==> src/rtl/fixed_point_divider_param.sv <==
// ---------------------------------------------------------------------------
// fixed_point_divider_param
//
// Purpose:
//    Iterative restoring divider for W-bit fixed-point operands with F
//    fractional bits (Q(W-F).F). Produces one quotient bit per clock from
//    (A << F) / B, truncated toward zero, then clamps the result into the
//    W-bit output range and flags saturation. SIGNED=1 selects
//    two's-complement operands/result.
//
// Ports:
//    CLK    in   1  clock, all state changes on the rising edge
//    SCLR   in   1  synchronous active-high clear, dominates all inputs
//    AIN    in   W  dividend, sampled on an accepted START
//    BIN    in   W  divisor, sampled on an accepted START
//    START  in   1  request, accepted only while BUSY=0
//    QOUT   out  W  quotient, held until the next result or SCLR
//    DVZ    out  1  divide-by-zero flag for the current QOUT
//    OVF    out  1  saturation flag for the current QOUT
//    BUSY   out  1  division in progress
//    VALID  out  1  one-cycle pulse when QOUT/DVZ/OVF are written
// ---------------------------------------------------------------------------
module fixed_point_divider_param #(
   parameter int W      = 10,
   parameter int F      = 5,
   parameter int SIGNED = 0
) (
   input  logic         CLK,
   input  logic         SCLR,
   input  logic [W-1:0] AIN,
   input  logic [W-1:0] BIN,
   input  logic         START,
   output logic [W-1:0] QOUT,
   output logic         DVZ,
   output logic         OVF,
   output logic         BUSY,
   output logic         VALID
);

   localparam int N  = W + F;            // dividend / raw quotient width
   localparam int CW = $clog2(N + 1);

   localparam logic [N:0]   ONE    = 1;
   localparam logic [N:0]   LIM_U  = ONE << W;        // 2^W
   localparam logic [N:0]   LIM_SN = ONE << (W - 1);  // 2^(W-1)
   localparam logic [N:0]   LIM_SP = LIM_SN - ONE;    // 2^(W-1)-1
   localparam logic [W-1:0] Q_MAXU = '1;
   localparam logic [W-1:0] Q_MAXS = {1'b0, {(W-1){1'b1}}};
   localparam logic [W-1:0] Q_MINS = {1'b1, {(W-1){1'b0}}};

   typedef enum logic {ST_IDLE = 1'b0, ST_RUN = 1'b1} state_t;

   state_t          r_state;
   state_t          w_state_next;

   logic [CW-1:0]   r_cnt;
   logic [N-1:0]    r_div;     // dividend, consumed MSB first
   logic [W-1:0]    r_rem;     // partial remainder, always < divisor
   logic [W-1:0]    r_bmag;    // divisor magnitude
   logic [N-1:0]    r_quo;     // quotient bits gathered so far
   logic            r_neg;     // result sign
   logic [W-1:0]    r_qout;
   logic            r_dvz;
   logic            r_ovf;
   logic            r_valid;

   wire             w_sgn = (SIGNED != 0);
   logic [W-1:0]    w_amag;
   logic [W-1:0]    w_bmag;
   logic            w_neg;
   logic            w_bzero;
   logic            w_last;
   logic [W:0]      w_shift;
   logic            w_qbit;
   logic [W-1:0]    w_rem_sub;
   logic [N-1:0]    w_m;
   logic [N:0]      w_m_ext;
   logic [W-1:0]    w_qout_res;
   logic            w_ovf_res;

   // Operand conditioning. Negating -2^(W-1) yields 2^(W-1), which is still
   // representable as a W-bit unsigned magnitude.
   always_comb begin
      w_amag  = (w_sgn && AIN[W-1]) ? -AIN : AIN;
      w_bmag  = (w_sgn && BIN[W-1]) ? -BIN : BIN;
      w_neg   = w_sgn && (AIN[W-1] ^ BIN[W-1]);
      w_bzero = (BIN == '0);
   end

   // One restoring step. The shifted remainder needs W+1 bits; after a
   // successful subtract it is below the divisor again, so W bits suffice.
   always_comb begin
      w_shift   = {r_rem, r_div[N-1]};
      w_qbit    = (w_shift >= {1'b0, r_bmag});
      w_rem_sub = w_shift[W-1:0] - r_bmag;
      w_last    = (r_cnt == CW'(N - 1));
      w_m       = (r_quo << 1) | N'(w_qbit);
      w_m_ext   = {1'b0, w_m};
   end

   // ---------------- FSM: state register ----------------
   always_ff @(posedge CLK) begin
      if (SCLR) r_state <= ST_IDLE;
      else      r_state <= w_state_next;
   end

   // ---------------- FSM: next state ----------------
   always_comb begin
      w_state_next = r_state;
      case (r_state)
         ST_IDLE: if (START && !w_bzero) w_state_next = ST_RUN;
         ST_RUN:  if (w_last)            w_state_next = ST_IDLE;
         default: w_state_next = ST_IDLE;
      endcase
   end

   // ---------------- FSM: outputs and result clamping ----------------
   always_comb begin
      BUSY       = (r_state == ST_RUN);
      w_qout_res = w_m[W-1:0];
      w_ovf_res  = 1'b0;
      if (!w_sgn) begin
         if (w_m_ext >= LIM_U) begin
            w_qout_res = Q_MAXU;
            w_ovf_res  = 1'b1;
         end
      end else if (!r_neg) begin
         if (w_m_ext > LIM_SP) begin
            w_qout_res = Q_MAXS;
            w_ovf_res  = 1'b1;
         end
      end else begin
         // A zero magnitude negates to zero, so a zero quotient stays 0.
         if (w_m_ext > LIM_SN) begin
            w_qout_res = Q_MINS;
            w_ovf_res  = 1'b1;
         end else begin
            w_qout_res = -w_m[W-1:0];
         end
      end
   end

   // ---------------- Datapath and result registers ----------------
   always_ff @(posedge CLK) begin
      if (SCLR) begin
         r_cnt   <= '0;
         r_div   <= '0;
         r_rem   <= '0;
         r_bmag  <= '0;
         r_quo   <= '0;
         r_neg   <= 1'b0;
         r_qout  <= '0;
         r_dvz   <= 1'b0;
         r_ovf   <= 1'b0;
         r_valid <= 1'b0;
      end else begin
         r_valid <= 1'b0;
         case (r_state)
            ST_IDLE: begin
               if (START) begin
                  if (w_bzero) begin
                     r_qout  <= '0;
                     r_dvz   <= 1'b1;
                     r_ovf   <= 1'b0;
                     r_valid <= 1'b1;
                  end else begin
                     r_div  <= N'(w_amag) << F;
                     r_bmag <= w_bmag;
                     r_neg  <= w_neg;
                     r_rem  <= '0;
                     r_quo  <= '0;
                     r_cnt  <= '0;
                  end
               end
            end
            ST_RUN: begin
               r_rem <= w_qbit ? w_rem_sub : w_shift[W-1:0];
               r_div <= r_div << 1;
               r_quo <= w_m;
               r_cnt <= r_cnt + CW'(1);
               if (w_last) begin
                  r_qout  <= w_qout_res;
                  r_ovf   <= w_ovf_res;
                  r_dvz   <= 1'b0;
                  r_valid <= 1'b1;
               end
            end
            default: ;
         endcase
      end
   end

   assign QOUT  = r_qout;
   assign DVZ   = r_dvz;
   assign OVF   = r_ovf;
   assign VALID = r_valid;

endmodule

==> config.mk <==
export PLATFORM = sky130hd
export DESIGN_NAME = fixed_point_divider_param
export DESIGN_NICKNAME = d
export VERILOG_FILES = /design/src/rtl/fixed_point_divider_param.sv
export SDC_FILE = /design/constraint.sdc
export NUM_CORES = 1
export LEC_CHECK = 0
export ABC_AREA = 1
export BUFFER_PORTS_ARGS = -buffer_cell sky130_fd_sc_hd__buf_2
export CAP_MARGIN = 15
export CORE_MARGIN = 4
export CORE_UTILIZATION = 58
export DETAILED_ROUTE_END_ITERATION = 8
export PLACE_DENSITY = 0.85
export SLEW_MARGIN = 20
export SYNTH_ARGS = -nofsm -noshare
export SYNTH_HDL_FRONTEND = slang
export SYNTH_SLANG_ARGS = --single-unit
==> constraint.sdc <==
create_clock -name CLK -period 2.03 [get_ports CLK]
set_input_delay 0.406 -clock CLK [delete_from_list [all_inputs] [get_ports CLK]]
set_output_delay 0.406 -clock CLK [all_outputs]
set_load 0.1 [all_outputs]
Word-level counts from Yosys, hierarchy flattened
Index checks and enable logic that the tools add are counted.
{"block": "totals", "inputBits": 23, "register_bits": 67}
{"block": "classes", "n_eq_ne": 5, "magnitude_cmp": 2, "n_reduce_logical": 6, "mux": 34, "addsub": 2, "bitwise": 3}
{"cell": "$mux 10", "count": 7}
{"cell": "$pmux 10 s2", "count": 2}
{"cell": "$mux 15", "count": 2}
{"cell": "$pmux 15 s2", "count": 1}
{"cell": "$mux 14", "count": 2}
{"cell": "$pmux 14 s2", "count": 1}
{"cell": "$ge 15x11->1 const B", "count": 1}
{"cell": "$or 15x1->15", "count": 1}
{"cell": "$mux 1", "count": 12}
{"cell": "$ge 11x10->1", "count": 1}
{"cell": "$logic_not 10->1", "count": 1}
{"cell": "$sub 10x10->10", "count": 1}
{"cell": "$mux 4", "count": 2}
{"cell": "$pmux 1 s2", "count": 4}
{"cell": "$pmux 4 s2", "count": 1}
{"cell": "$ne 2x2->1 const B", "count": 3}
{"cell": "$reduce_and 3->1", "count": 2}
{"cell": "$add 4x1->4 const B", "count": 1}
{"cell": "$eq 4x4->1 const B", "count": 1}
{"cell": "$ne 2x1->1 const B", "count": 1}
{"cell": "$not 1->1", "count": 2}
{"cell": "$reduce_and 2->1", "count": 1}
{"cell": "$logic_and 1x1->1", "count": 1}
{"cell": "$logic_not 1->1", "count": 1}

Logic depth before layout (Yosys ltp)
{"block": "depth", "word_depth": 6, "depth_mapped": 13}

Worst setup path after synthesis
OpenSTA, ideal clock, no wires.
{"block": "synth_path", "path_kind": "reg2reg", "start": "reg r_state (netlist: BUSY)", "end": "reg r_qout[9] (netlist: QOUT[9])", "synth_period_minus_slack_ns": 1.996, "path_buffers": 0, "setup_slack_ns": 0.034, "t_required_ns": 1.913, "stages_incl_launch_ff": 7, "arrival_ns": 1.878, "path_cell_list": "dfxtp_1 -> nor2_1 -> nand2_1 -> nand2_1 -> nand2_1 -> inv_1 -> a32o_1"}
{"block": "synth_between", "elab_chain_len": 3, "word_cells_on_any_way": 6, "classes_between": "3 x eq/ne; 1 x mux; 1 x bitwise; 1 x reduce/logical"}
{"item": "start: declaration", "line": "53", "rtl": "state_t r_state;"}
{"item": "start signal: assignment", "line": "104", "rtl": "else r_state <= w_state_next;"}
{"item": "$not 1->1 (no source line)"}
{"item": "$ne 2x2->1 (no source line)"}
{"item": "$reduce_and 3->1 (no source line)"}
{"item": "end signal: assignment", "line": "182", "rtl": "r_qout <= w_qout_res;"}
{"item": "end: declaration", "line": "62", "rtl": "logic [W-1:0] r_qout;"}
Parallel ways exist; a longest one is shown, timed or not.
A chain may end at the register's enable or synchronous reset.

Final worst setup path
{"block": "layout_path", "start": "reg r_bmag[9]", "end": "reg r_rem[5]"}
{"block": "layout_between", "elab_chain_len": 3}
{"item": "start: declaration", "line": "59", "rtl": "logic [W-1:0] r_bmag;"}
{"item": "start signal: assignment", "line": "168", "rtl": "r_bmag <= w_bmag;"}
{"item": "$ge 11x10->1", "line": "94", "rtl": "w_qbit = (w_shift >= {1'b0, r_bmag});"}
{"item": "$mux 10", "line": "177", "rtl": "r_rem <= w_qbit ? w_rem_sub : w_shift[W-1:0];"}
{"item": "$pmux 10 s2", "line": "158", "rtl": "case (r_state)"}
{"item": "end signal: assignment", "line": "177"}
{"item": "end: declaration", "line": "58", "rtl": "logic [W-1:0] r_rem;"}
No other way between the ends.

==> flow_metrics.py <==
metrics = {
    "outcome": {
        "status": "completed",
    },
    "pwr": {
        "power_frac_clock_pct": 26.5,
        "swShare_pct": 37.6,
        "irDropWorstVdd_v": 0.000907,
        "p_leak_uw": 0.00159,
        "pwr-share-seq_pct": 33.2,
        "comb_power_share_pct": 40.3,
        "powerDensity_mw_per_mm2": 1150,
        "intPower_uw": 2560,
        "netSwitchingPower_uw": 1550,
    },
    "yosys": {
        "synthAdderAreaFrac_pct": 5.49,
        "synth-compound-area-share_pct": 17.2,
        "synthTopCellsByArea": "dfxtp_1 40%, nand2_1 13%, a21oi_1 9.4%",
        "ys_seq_elements": 62,
        "synthXorXnorAreaFrac_pct": 0.848,
        "synthMuxAreaShare_pct": 0,
        "ys.flop_type": "dfxtp_1",
        "syn_nets": 452,
        "synth_edf_count": 0,
        "synthArstFlopShare_pct": 0,
        "synth_cell_type_count": 34,
        "synth_top_family_by_area": "simple AND/OR/NAND/NOR gates",
        "ys_seq_area_share_pct": 40.0,
        "yosys.area.top_type_share_pct": 40.0,
        "synth_top_area_cell": "dfxtp_1",
        "synth_simple_gate_area_share_pct": 28.1,
        "avgSynthCellArea_um2": 7.45,
        "synth_area_mm2": 0.00310,
        "syn_inst": 416,
        "synth.most_common_cell": "nand2_1",
        "ys.warnings.count": 0,
        "ys_top_cells_by_count": "109 x nand2_1, 62 x dfxtp_1, 58 x a21oi_1, 34 x inv_1, 24 x nand3_1",
    },
    "worst_setup_path": {
        "path_max_fanout": 8,
        "cp_top_family": "simple AND/OR/NAND/NOR gates",
        "cpMaxStageDelayCell": "ha_1",
        "r2r_end": "r_rem[5]",
        "endpoint_kind": "flop",
        "crit_path_start_kind": "flop",
        "worst_r2r_path_depth": 12,
        "path_buf_inv": 3,
        "cp_cell_sequence": "inv_1, ha_1, inv_1, nor2_4, nand2_1, nor2_1, nand2_2, nand4_2, buf_4, nand3_1, nand3_1, a21oi_1",
        "cpPeakStageDelay_ns": 0.36,
        "r2r-start": "r_bmag[9]",
        "r2r_slack_ns": 0.17,
        "required_ns": 2.25,
        "critical_path_class": "flop to flop",
        "cp.arrival_ns": 2.08,
    },
    "worst_hold_path": {
        "min_path_cells": 3,
        "min_to": "r_div[5]",
        "hp-start": "AIN[0]",
        "hold_path_class": "input pin to flop",
    },
    "timing": {
        "setup_tns_ns": 0,
        "max_freq_mhz": 537,
        "finalHoldViolCount": 0,
        "hold_slack_ns": 0.309,
        "period_share_pct": 91.7,
        "worst_slew_pin_slew_ns": 0.487,
        "relSlewSlack_pct": 67.7,
        "min_period_ns": 1.86,
        "finalSetupViolations": 0,
        "rsz0062_at_grt": "no",
        "slew_viol_final": 0,
        "fin_worst_skew_ns": 0.00767,
    },
    "clock_tree": {
        "clock-sinks": 62,
        "path_clk_slew_ns": 0.07,
        "clkLatencyLatePin_ns": 0.35,
        "cts_max_level": 3,
        "cts_tree": "built",
        "clk_path_buf_depth": 2,
        "holdBufCountCts": 0,
        "cts_made_buffers": 9,
        "clock_tree.root_cell": "clkbuf_8",
    },
    "global_route": {
        "grt_antenna_before_repair": 0,
        "grtUsageTotal_pct": 23.1,
        "grt_pass1_wl_um": 11800,
        "grt_overflow": 0,
        "grt_max_degree": 43,
        "grt_pass1_vias": 2708,
    },
    "floorplan": {
        "die_x_um": 81.1,
        "coreArea_mm2": 0.00514,
        "io_pins": 37,
        "start_util_pct": 60.3,
        "fp.dieArea_mm2": 0.00658,
        "fp-row-count": 26,
        "die_h_um": 81.1,
    },
    "drt": {
        "drtIter0Drc": 159,
        "vias": 2929,
        "wl_per_cell_um": 13.6,
        "dr.pass1.iters": 5,
        "via_per_inst": 5.53,
        "postRouteAntennaNets": 0,
        "wl_um": 7220,
        "drc": 0,
    },
    "finish": {
        "syn2layout_area_growth_pct": 15.6,
        "layout.nets": 492,
        "n_antenna_cell": 0,
        "stdcell_count": 530,
        "final_layout_size_suffix_gt1_share_pct": 20.7,
    },
    "run": {
        "maxCapViolCount": 0,
    },
    "placement": {
        "gp_congestion": 0.959,
        "dpl.hpwl_um": 5180,
        "buffer_ports.inserted": 36,
        "dpl.cell_count": 515,
    },
}
==> routing by layer <==
layer,global-route usage (%),share of wire (%),up-vias
met1,25.3,42,1370
met2,41.1,50,86
met3,6.98,5.2,18
met4,9.97,2.5,0
met5,0,0,-
li1,-,-,1455
==> through the flow <==
stage               cell area [µm²]  power (µW)  worst slack [ns]  utilization (%)
detailed placement             3370        2980             0.182             65.6
floorplan                      3100        2620            0.0345                -
finish                         3580        4100             0.169             69.7
global placement               3370        2930             0.250             65.6
CTS                            3570        4070             0.167             69.4
global route                   3580        4360            0.0225             69.7
==> cells in the final DEF, fill, tap and decap left out, types with 2 or more instances in the layout <==
master    instances
nor2_2            2
nand2_2           6
xnor2_1           3
and2_1            2
inv_2             3
nand3_2           3
nand2_1         109
ha_1             12
or2_1             2
nor2_1           19
a31o_2            8
a21oi_1          58
dfxtp_1          62
clkinv_4          2
buf_12            2
nand4_1           4
nand3_1          24
nor3_1            2
a22oi_1           9
buf_2            35
buf_4            11
clkbuf_8         10
a21oi_2           2
nand3b_1         10
o21ai_0          10
inv_1            34
or2_2             3
==> logic make-up after synthesis <==
kind of cell               Yosys count
xor gates and xnor gates             3
and+or+nand+nor                    190
DFF                                 62
buffers and inverters               57
AOI/OAI and AO/OA                   91
adders and majority gates           13
==> final cells by class <==
cell class,count,area [µm²]
timing repair buffer,48,298
tap,70,87.6
inverter,38,143
sequential,62,1240
clock buffer,10,138
fill,420,1560
clock inverter,5,60.1
multi-input combinational,297,1620
==> worst max path at each step <==
| stage | from | end | slack (ns) | cells after the start |
|---|---|---|---|---|
| after detailed placement | r_bmag[9] | r_rem[5] | 0.18 | 12 |
| after CTS | r_bmag[5] | r_rem[4] | 0.17 | 12 |
| after floorplan | BUSY | QOUT[9] | 0.03 | 6 |
| after global routing | r_bmag[9] | r_rem[5] | 0.02 | 12 |
| after global placement | r_bmag[5] | r_rem[4] | 0.25 | 12 |
| final | r_bmag[9] | r_rem[5] | 0.17 | 12 |
==> worst reg2reg max path: cells and delay by family (launching register included) <==
kind | cells | cell delay (ns)
flip-flops | 1 | 0.31
adder cells (fa/ha/maj) | 1 | 0.36
AO/OA/AOI/OAI | 1 | 0.06
buffers and inverters | 3 | 0.36
AND/OR/NAND/NOR | 7 | 0.64
==> power by group through the flow <==
stage | clock (µW) | combinational (µW) | sequential, µW
CTS | 1110 | 1610 | 1360
detailed placement | 0 | 1600 | 1390
global placement | 0 | 1550 | 1380
finish | 1090 | 1660 | 1360
floorplan | 0 | 1240 | 1380
global route | 1150 | 1830 | 1370
==> registers in the layout, summed over array words and instances (netlist names), 4 cells and up <==
signal	count
r_div	10
r_bmag	10
r_cnt	4
r_quo	14
QOUT	10
r_rem	10
==> repair_timing <==
item	4_1_cts	5_1_grt
gates resized for setup	0	3
buffers inserted	0	0
endpoints found under the setup margin	0	9
No activity file was read; power rests on OpenSTA's default activity.
